$ cat src/rtl/boss_bullet_scheduler.sv
// Boss bullet scheduler: fires from the boss on a tick-driven timer, moves and retires bullet slots.
// Define BOSS_BULLET_STATS_EN to add saturating fired_count/dropped_count outputs.
module boss_bullet_scheduler #(
  parameter int NUM_SLOTS   = 4,
  parameter int FIRE_PERIOD = 480,
  parameter int Y_LIMIT     = 960,
  parameter int STEP        = 1
) (
  input  logic                    clk,
  input  logic                    rst,
  input  logic                    tick,
  input  logic                    boss_exist,
  input  logic [9:0]              boss_x,
  input  logic [9:0]              boss_y,
  input  logic                    hit_valid,
  input  logic [2:0]              hit_slot,
  output logic [NUM_SLOTS-1:0]    slot_active,
  output logic [10*NUM_SLOTS-1:0] slot_x,
  output logic [10*NUM_SLOTS-1:0] slot_y,
  output logic                    fire_pulse,
  output logic                    fire_dropped,
`ifdef BOSS_BULLET_STATS_EN
  output logic [7:0]              fired_count,
  output logic [7:0]              dropped_count,
`endif
  output logic [1:0]              busy_state
);

  localparam logic [1:0] IDLE  = 2'd0;
  localparam logic [1:0] ARMED = 2'd1;
  localparam logic [1:0] FIRE  = 2'd2;
  localparam logic [1:0] FLUSH = 2'd3;

  logic [1:0] state;
  logic [9:0] count;
  logic       free_found;
  logic [2:0] free_idx;
  logic       do_fire;

  assign busy_state = state;

  // Lowest-index free slot, judged on slot_active as it stood at the start of the cycle.
  always_comb begin
    free_found = 1'b0;
    free_idx   = '0;
    for (int i = NUM_SLOTS - 1; i >= 0; i--) begin
      if (!slot_active[i]) begin
        free_found = 1'b1;
        free_idx   = 3'(i);
      end
    end
  end

  assign do_fire = (state == FIRE) && boss_exist && free_found;

  // NOTE: all state below uses non-blocking assignments so every register samples pre-edge values.
  always_ff @(posedge clk) begin
    if (rst) begin
      state        <= IDLE;
      count        <= '0;
      fire_pulse   <= 1'b0;
      fire_dropped <= 1'b0;
    end else begin
      fire_pulse   <= 1'b0;
      fire_dropped <= 1'b0;
      case (state)
        IDLE: begin
          if (boss_exist) begin
            state <= ARMED;
            count <= '0;
          end
        end
        ARMED: begin
          if (!boss_exist) begin
            state <= FLUSH;
          end else if (tick) begin
            if (count == 10'(FIRE_PERIOD - 1)) begin
              count <= '0;
              state <= FIRE;
            end else begin
              count <= count + 10'd1;
            end
          end
        end
        FIRE: begin
          if (!boss_exist) begin
            state <= FLUSH;
          end else begin
            state        <= ARMED;
            fire_pulse   <= free_found;
            fire_dropped <= !free_found;
          end
        end
        default: state <= IDLE;
      endcase
    end
  end

  // Per-slot movement, retirement, hit clearing and allocation; a hit beats a same-cycle move.
  always_ff @(posedge clk) begin
    if (rst) begin
      slot_active <= '0;
      slot_x      <= '0;
      slot_y      <= '0;
    end else if (state == FLUSH) begin
      slot_active <= '0;
    end else begin
      for (int i = 0; i < NUM_SLOTS; i++) begin
        logic [10:0] next_y;
        next_y = {1'b0, slot_y[10*i +: 10]} + 11'(STEP);
        if (slot_active[i]) begin
          if (hit_valid && (hit_slot == 3'(i))) begin
            slot_active[i] <= 1'b0;
          end else if (tick) begin
            slot_y[10*i +: 10] <= next_y[9:0];
            if (next_y >= 11'(Y_LIMIT)) slot_active[i] <= 1'b0;
          end
        end else if (do_fire && (free_idx == 3'(i))) begin
          slot_active[i]     <= 1'b1;
          slot_x[10*i +: 10] <= boss_x + 10'd54;
          slot_y[10*i +: 10] <= boss_y + 10'd60;
        end
      end
    end
  end

`ifdef BOSS_BULLET_STATS_EN
  always_ff @(posedge clk) begin
    if (rst) begin
      fired_count   <= '0;
      dropped_count <= '0;
    end else begin
      if (fire_pulse && (fired_count != 8'hFF)) fired_count <= fired_count + 8'd1;
      if (fire_dropped && (dropped_count != 8'hFF)) dropped_count <= dropped_count + 8'd1;
    end
  end
`endif

endmodule
$ cat config.mk
export PLATFORM = sky130hd
export DESIGN_NAME = boss_bullet_scheduler
export DESIGN_NICKNAME = d
export VERILOG_FILES = /design/src/rtl/boss_bullet_scheduler.sv
export SDC_FILE = /design/constraint.sdc
export NUM_CORES = 1
export LEC_CHECK = 0
export CAP_MARGIN = 10
export CORE_MARGIN = 3
export CORE_UTILIZATION = 40
export CTS_CLUSTER_DIAMETER = 100
export DETAILED_ROUTE_END_ITERATION = 16
export PLACE_DENSITY = 0.66
export SYNTH_ARGS = -nofsm -noshare
export SYNTH_HDL_FRONTEND = slang
export SYNTH_SLANG_ARGS = --single-unit
$ cat constraint.sdc
create_clock -name clk -period 2.2 [get_ports clk]
set_input_delay 0.66 -clock clk [delete_from_list [all_inputs] [get_ports clk]]
set_output_delay 0.66 -clock clk [all_outputs]
set_load 0.05 [all_outputs]
# Yosys cells after proc, flatten, opt, wreduce, memory -nomap -nowiden
# Index checks and enable logic that the tools add are counted.
dict set report word_totals {
  register_bits 98
  inputBits 28
  output_inout_bits 88
  elab_cells 140
}
dict set report classes {
  addsub 7
  n_lt_le_gt_ge 4
  n_eq_ne 23
  n_mux 55
  n_bitwise 7
  reduce_logical 31
}
# operator n
set op_table {}
lappend op_table {{two-way mux 10 bit} 20}
lappend op_table {{adder 10 x 1 -> 11 bit (second input constant)} 4}
lappend op_table {{greater-or-equal comparator 11 x 10 -> 1 bit (second input constant)} 4}
lappend op_table {{two-way mux 1 bit} 24}
lappend op_table {{inequality test 2 bit (second input constant)} 11}
lappend op_table {{adder 10 x 6 -> 10 bit (second input constant)} 2}
lappend op_table {{case mux 10 bit (2 select lines)} 1}
lappend op_table {{AND reduction 4 bit} 5}
lappend op_table {{AND reduction 3 bit} 5}
lappend op_table {{equality test 3 x 2 -> 1 bit (second input constant)} 4}
lappend op_table {{two-way mux 2 bit} 6}
lappend op_table {{adder 10 x 1 -> 10 bit (second input constant)} 1}
lappend op_table {{equality test 10 x 9 -> 1 bit (second input constant)} 1}
lappend op_table {{logical AND 1 bit} 10}
lappend op_table {{nonzero test 2 bit} 5}
lappend op_table {{two-way mux 3 bit} 3}
lappend op_table {{inverter 1 bit} 7}
lappend op_table {{equality test 3 x 1 -> 1 bit (second input constant)} 2}
lappend op_table {{zero test 3 bit} 2}
lappend op_table {{inequality test 3 bit (second input constant)} 2}
lappend op_table {{case mux 2 bit (3 select lines)} 1}
lappend op_table {{equality test 2 bit (second input constant)} 2}
lappend op_table {{OR reduction 3 bit} 1}
lappend op_table {{equality test 2 x 1 -> 1 bit (second input constant)} 1}
lappend op_table {{other kinds (3)} 3}

# Depth between registers and ports, before layout
# Gate-level depths: netlist (run 1).
dict set report logic_depth {
  depth_word 8
  ltp_mapped 8
  depth_no_buf 7
}

# Least setup slack after synthesis (run 1)
# Ideal clock, no wire load.
dict set report synth_timing {
  path_type {input -> register}
  start {input boss_y[2]}
  end {register slot_y[38]}
  setup_time_ps 117
  arrival_time_ps 1974
  required_ps 2083
  slack_ps 109
  stages 8
  path_buffers 1
  path_cell_list {clkbuf_1 inv_1 ha_1 nor3b_1 nor2_1 xnor2_1 o32ai_1 a32o_1}
}
dict set report synth_via {
  elab_chain_cells 3
}
# element line
set synth_lines {}
lappend synth_lines {{from (decl)} 14} ;# input logic [9:0] boss_y,
lappend synth_lines {{adder 10 x 6 -> 10 bit} 121} ;# slot_y[10*i +: 10] <= boss_y + 10'd60;
lappend synth_lines {{two-way mux 10 bit} 118} ;# end else if (do_fire && (free_idx == 3'(i))) begin
lappend synth_lines {{two-way mux 10 bit} 111} ;# if (slot_active[i]) begin
lappend synth_lines {{to (signal, indexed assignment)} 115} ;# slot_y[10*i +: 10] <= next_y[9:0];
lappend synth_lines {{to (signal, indexed assignment)} 121}
lappend synth_lines {{to (decl)} 19} ;# output logic [10*NUM_SLOTS-1:0] slot_y,
# No other way between the ends. The select of a mux whose other input is x is not followed.
# A chain may end at the register's enable or synchronous reset.

# Final worst setup path (run 1)
dict set report layout_timing {
  start {register slot_x[15]}
  end {output slot_x[15]}
}
# element line
set layout_lines {}
lappend layout_lines {{from (decl)} 18} ;# output logic [10*NUM_SLOTS-1:0] slot_x,
lappend layout_lines {{from (signal, indexed assignment)} 120} ;# slot_x[10*i +: 10] <= boss_x + 10'd54;
# No word-level cell between the ends.

==> flow_metrics.env, run 1 <==
export IMPL_outcome="finished clean"
export IMPL_setup_tns_final_ns=0
export IMPL_pre_cts_slack_ns=-0.464
export IMPL_core_region_area_um2=12800
export IMPL_timing_hold_violations_final=0
export IMPL_cts_reportedPaths_clkPinSlew_ns=0.07
export IMPL_period_share_pct=99.4
export IMPL_startpoint_type="flip-flop"
export IMPL_cp_num_buf_inv=1
export IMPL_start_util_pct=41.3
export IMPL_final_nets=834
export IMPL_placed_cell_area_um2=6860
export IMPL_die_height_um=121
export IMPL_max_stage_delay_ns=0.82
export IMPL_irDropWorstVdd_v=0.000368
export IMPL_ant_nets=0
export IMPL_fmax_mhz=457
export IMPL_min_period_ns=2.19
export IMPL_die_area_um2=14600
export IMPL_min_from="slot_x[24]$_SDFFE_PP0P_"
export IMPL_slew_headroom_pct=59.9
export IMPL_crit_arrival_ns=1.53
export IMPL_grt_ovfl_total=0
export IMPL_seq_area_frac_synth_pct=37.2
export IMPL_cts_buffers=9
export IMPL_fin_worst_skew_ns=0.00577
export IMPL_antenna_found_initial=0
export IMPL_cp_top_family="buffers and inverters"
export IMPL_wl_per_cell_um=16.6
export IMPL_synth_main_ff_cell="dfxtp_1"
export IMPL_r2r_start="busy_state[0]$_SDFFE_PP0P_"
export IMPL_ios=116
export IMPL_critPathCaptureType="primary output"
export IMPL_drt_pass1_iterations=5
export IMPL_drive_gt1_share_pct=21.4
export IMPL_synthArstFlopShare_pct=0
export IMPL_die_w_um=121
export IMPL_ys_ff_latch=98
export IMPL_port_buffers=115
export IMPL_clock_latency_ns=0.36
export IMPL_fin_cells=972
export IMPL_drv_cap=0
export IMPL_diodes=0
export IMPL_cts_max_path_buffers=2
export IMPL_cts_root_buf="clkbuf_16"
export IMPL_power_density_nw_per_um2=560
export IMPL_gp_congestion=0.836
export IMPL_via_per_inst=5.50
export IMPL_stdcell_area_um2=7290
export IMPL_cp_startpoint="slot_x[15]$_SDFFE_PP0P_"
export IMPL_worst_pin_slew_ns=0.601
export IMPL_path_max_fanout=2
export IMPL_netlist_area_um2=5270
export IMPL_ys_types=72
export IMPL_drtIter0Drc=475
export IMPL_leakage_uw=0.00295
export IMPL_postCtsHoldBufs=0
export IMPL_num_vias=5349
export IMPL_setup_viol=0
export IMPL_yosys_area_top_type_share_pct=37.2
export IMPL_cts_tree="done"
export IMPL_grt_pass1_vias=5193
export IMPL_grt_max_degree=32
export IMPL_area_growth_pct=38.2
export IMPL_critical_path_slowest_cell="clkdlybuf4s50_1"
export IMPL_syn_num_nets=682
export IMPL_synth_top_cell_by_area="dfxtp_1"
export IMPL_place_inst=955
export IMPL_cp_cell_sequence="clkdlybuf4s50_1"
export IMPL_wl_um=16100
export IMPL_reg2reg_slack_ns=0.40
export IMPL_grt_usage_pct=22.0
export IMPL_setup_slack_ns=0.0132
export IMPL_ys_warn_count=0
export IMPL_postLayoutCoreUtil_pct=57.0
export IMPL_worstPathRequired_ns=1.54
export IMPL_drc=0
export IMPL_hpwlAfterDp_um=11800
export IMPL_clock_sinks=98
export IMPL_htreeDepth=3
export IMPL_rows=41
export IMPL_yosys_top_cells_area="dfxtp_1 37%, nand2_1 6.1%, nor2_1 5.1%"
export IMPL_synth_area_per_cell_um2=8.20
export IMPL_grt_pass1_wl_um=26000
export IMPL_syn_inst=643
export IMPL_finalMaxSlewViolations=0
export IMPL_worstSetupPathType="reg -> out"
export IMPL_synth_enable_flop_cells=0
export IMPL_hold_path_class="reg -> reg"
## power by group
part	switching (µW)	internal [µW]
clock network	753	936
logic	319	246
registers	30.1	1790
## sequential cells by signal, summed over array words and instances, names as in the netlist
register,flops
slot_x,40
fire_pulse,1
slot_active,4
count,10
fire_dropped,1
busy_state,2
slot_y,40
## timing repair
item	in CTS	in global routing
pin swaps	0	2
setup buffers	0	1
gates resized for setup	6	24
setup endpoints to repair	12	36
## metrics by stage
stage | power [µW] | hold WS, ns
finish | 4080 | 0.457
global route | 4210 | 0.483
CTS | 4110 | 0.459
global placement | 2400 | 0.444
detailed placement | 2410 | 0.448
floorplan | 2160 | 0.463
## cells in the final DEF, fill, tap and decap left out, drive strengths merged, types with 5 or more instances in the layout
master / Yosys / routed
o21ai: 32 / 32
nor3: 7 / 7
xor2: 12 / 12
inv: 16 / 20
ha: 11 / 11
buf: 20 / 124
o22ai: 17 / 17
nor2b: 13 / 13
nor2: 72 / 72
mux2i: 12 / 12
and2: 5 / 5
nand4: 13 / 13
nand2: 85 / 85
xnor2: 7 / 7
dfxtp: 98 / 98
nor3b: 5 / 5
a32o: 5 / 5
clkbuf: 20 / 10
a21oi: 49 / 49
a211oi: 25 / 25
clkdlybuf4s50: 0 / 39
dlymetal6s2s: 0 / 15
a22oi: 6 / 6
nand2b: 7 / 7
a31oi: 7 / 7
nand3: 21 / 21
o32ai: 12 / 12
## cells in the mapped netlist (5+ instances only)
| library cell | number |
|---|---|
| a211oi_1 | 25 |
| a21oi_1 | 49 |
| a22oi_1 | 6 |
| a31oi_1 | 6 |
| a32o_1 | 5 |
| and2_1 | 5 |
| buf_2 | 12 |
| clkbuf_1 | 20 |
| dfxtp_1 | 98 |
| ha_1 | 11 |
| inv_1 | 16 |
| mux2i_1 | 12 |
| nand2_1 | 85 |
| nand2b_1 | 7 |
| nand3_1 | 21 |
| nand4_1 | 12 |
| nor2_1 | 71 |
| nor2b_1 | 13 |
| o21ai_0 | 32 |
| o22ai_1 | 17 |
| o32ai_1 | 11 |
| xnor2_1 | 7 |
| xor2_1 | 11 |
## layer usage
| metal | vias up | global-route usage, % | wire length [µm] |
|---|---|---|---|
| met2 | 146 | 36.8 | 7740 |
| met5 | - | 0 | 0 |
| li1 | 2651 | - | - |
| met4 | 0 | 8.00 | 328 |
| met3 | 20 | 3.65 | 772 |
| met1 | 2532 | 28.6 | 7300 |
## cell families after synthesis
kind of cell / count (synthesis) / synth area share, %
fa+ha+maj: 11 / 2.61
mux: 12 / 2.28
flops: 98 / 37.2
compound gates: 185 / 24.0
simple gates: 262 / 25.7
xor+xnor: 19 / 3.30
buf+inv: 56 / 4.98
## cell type report
cell class	instances	area, µm²
inverters	16	60.1
multi-input cells	489	3110
fillers	1176	5490
repair buffers	181	1620
flip-flops and latches	98	1960
well taps	172	215
clock inverters	6	76.3
clock buffers	10	239
## path summary, 6_finish.rpt
path / end / depth (start not counted)
worst min register to register: slot_x[24]$_SDFFE_PP0P_ / 2
worst max-delay path: slot_x[15] / 1
worst min-delay path: slot_x[24]$_SDFFE_PP0P_ / 2
worst max register to register: count[4]$_SDFFE_PP0P_ / 6
Power figures use the tool's default switching activity.
==> inputs of run 2 (changes only) <==
- CTS_CLUSTER_DIAMETER: 100 -> not set
==> results of run 2 <==
Same layout as run 1: the final DEF is identical, and so are final timing and power.
==> inputs of run 3 (changes only) <==
- CTS_CLUSTER_DIAMETER: not set -> 60
==> results of run 3 <==
Same layout as run 1: the final DEF is identical, and so are final timing and power.
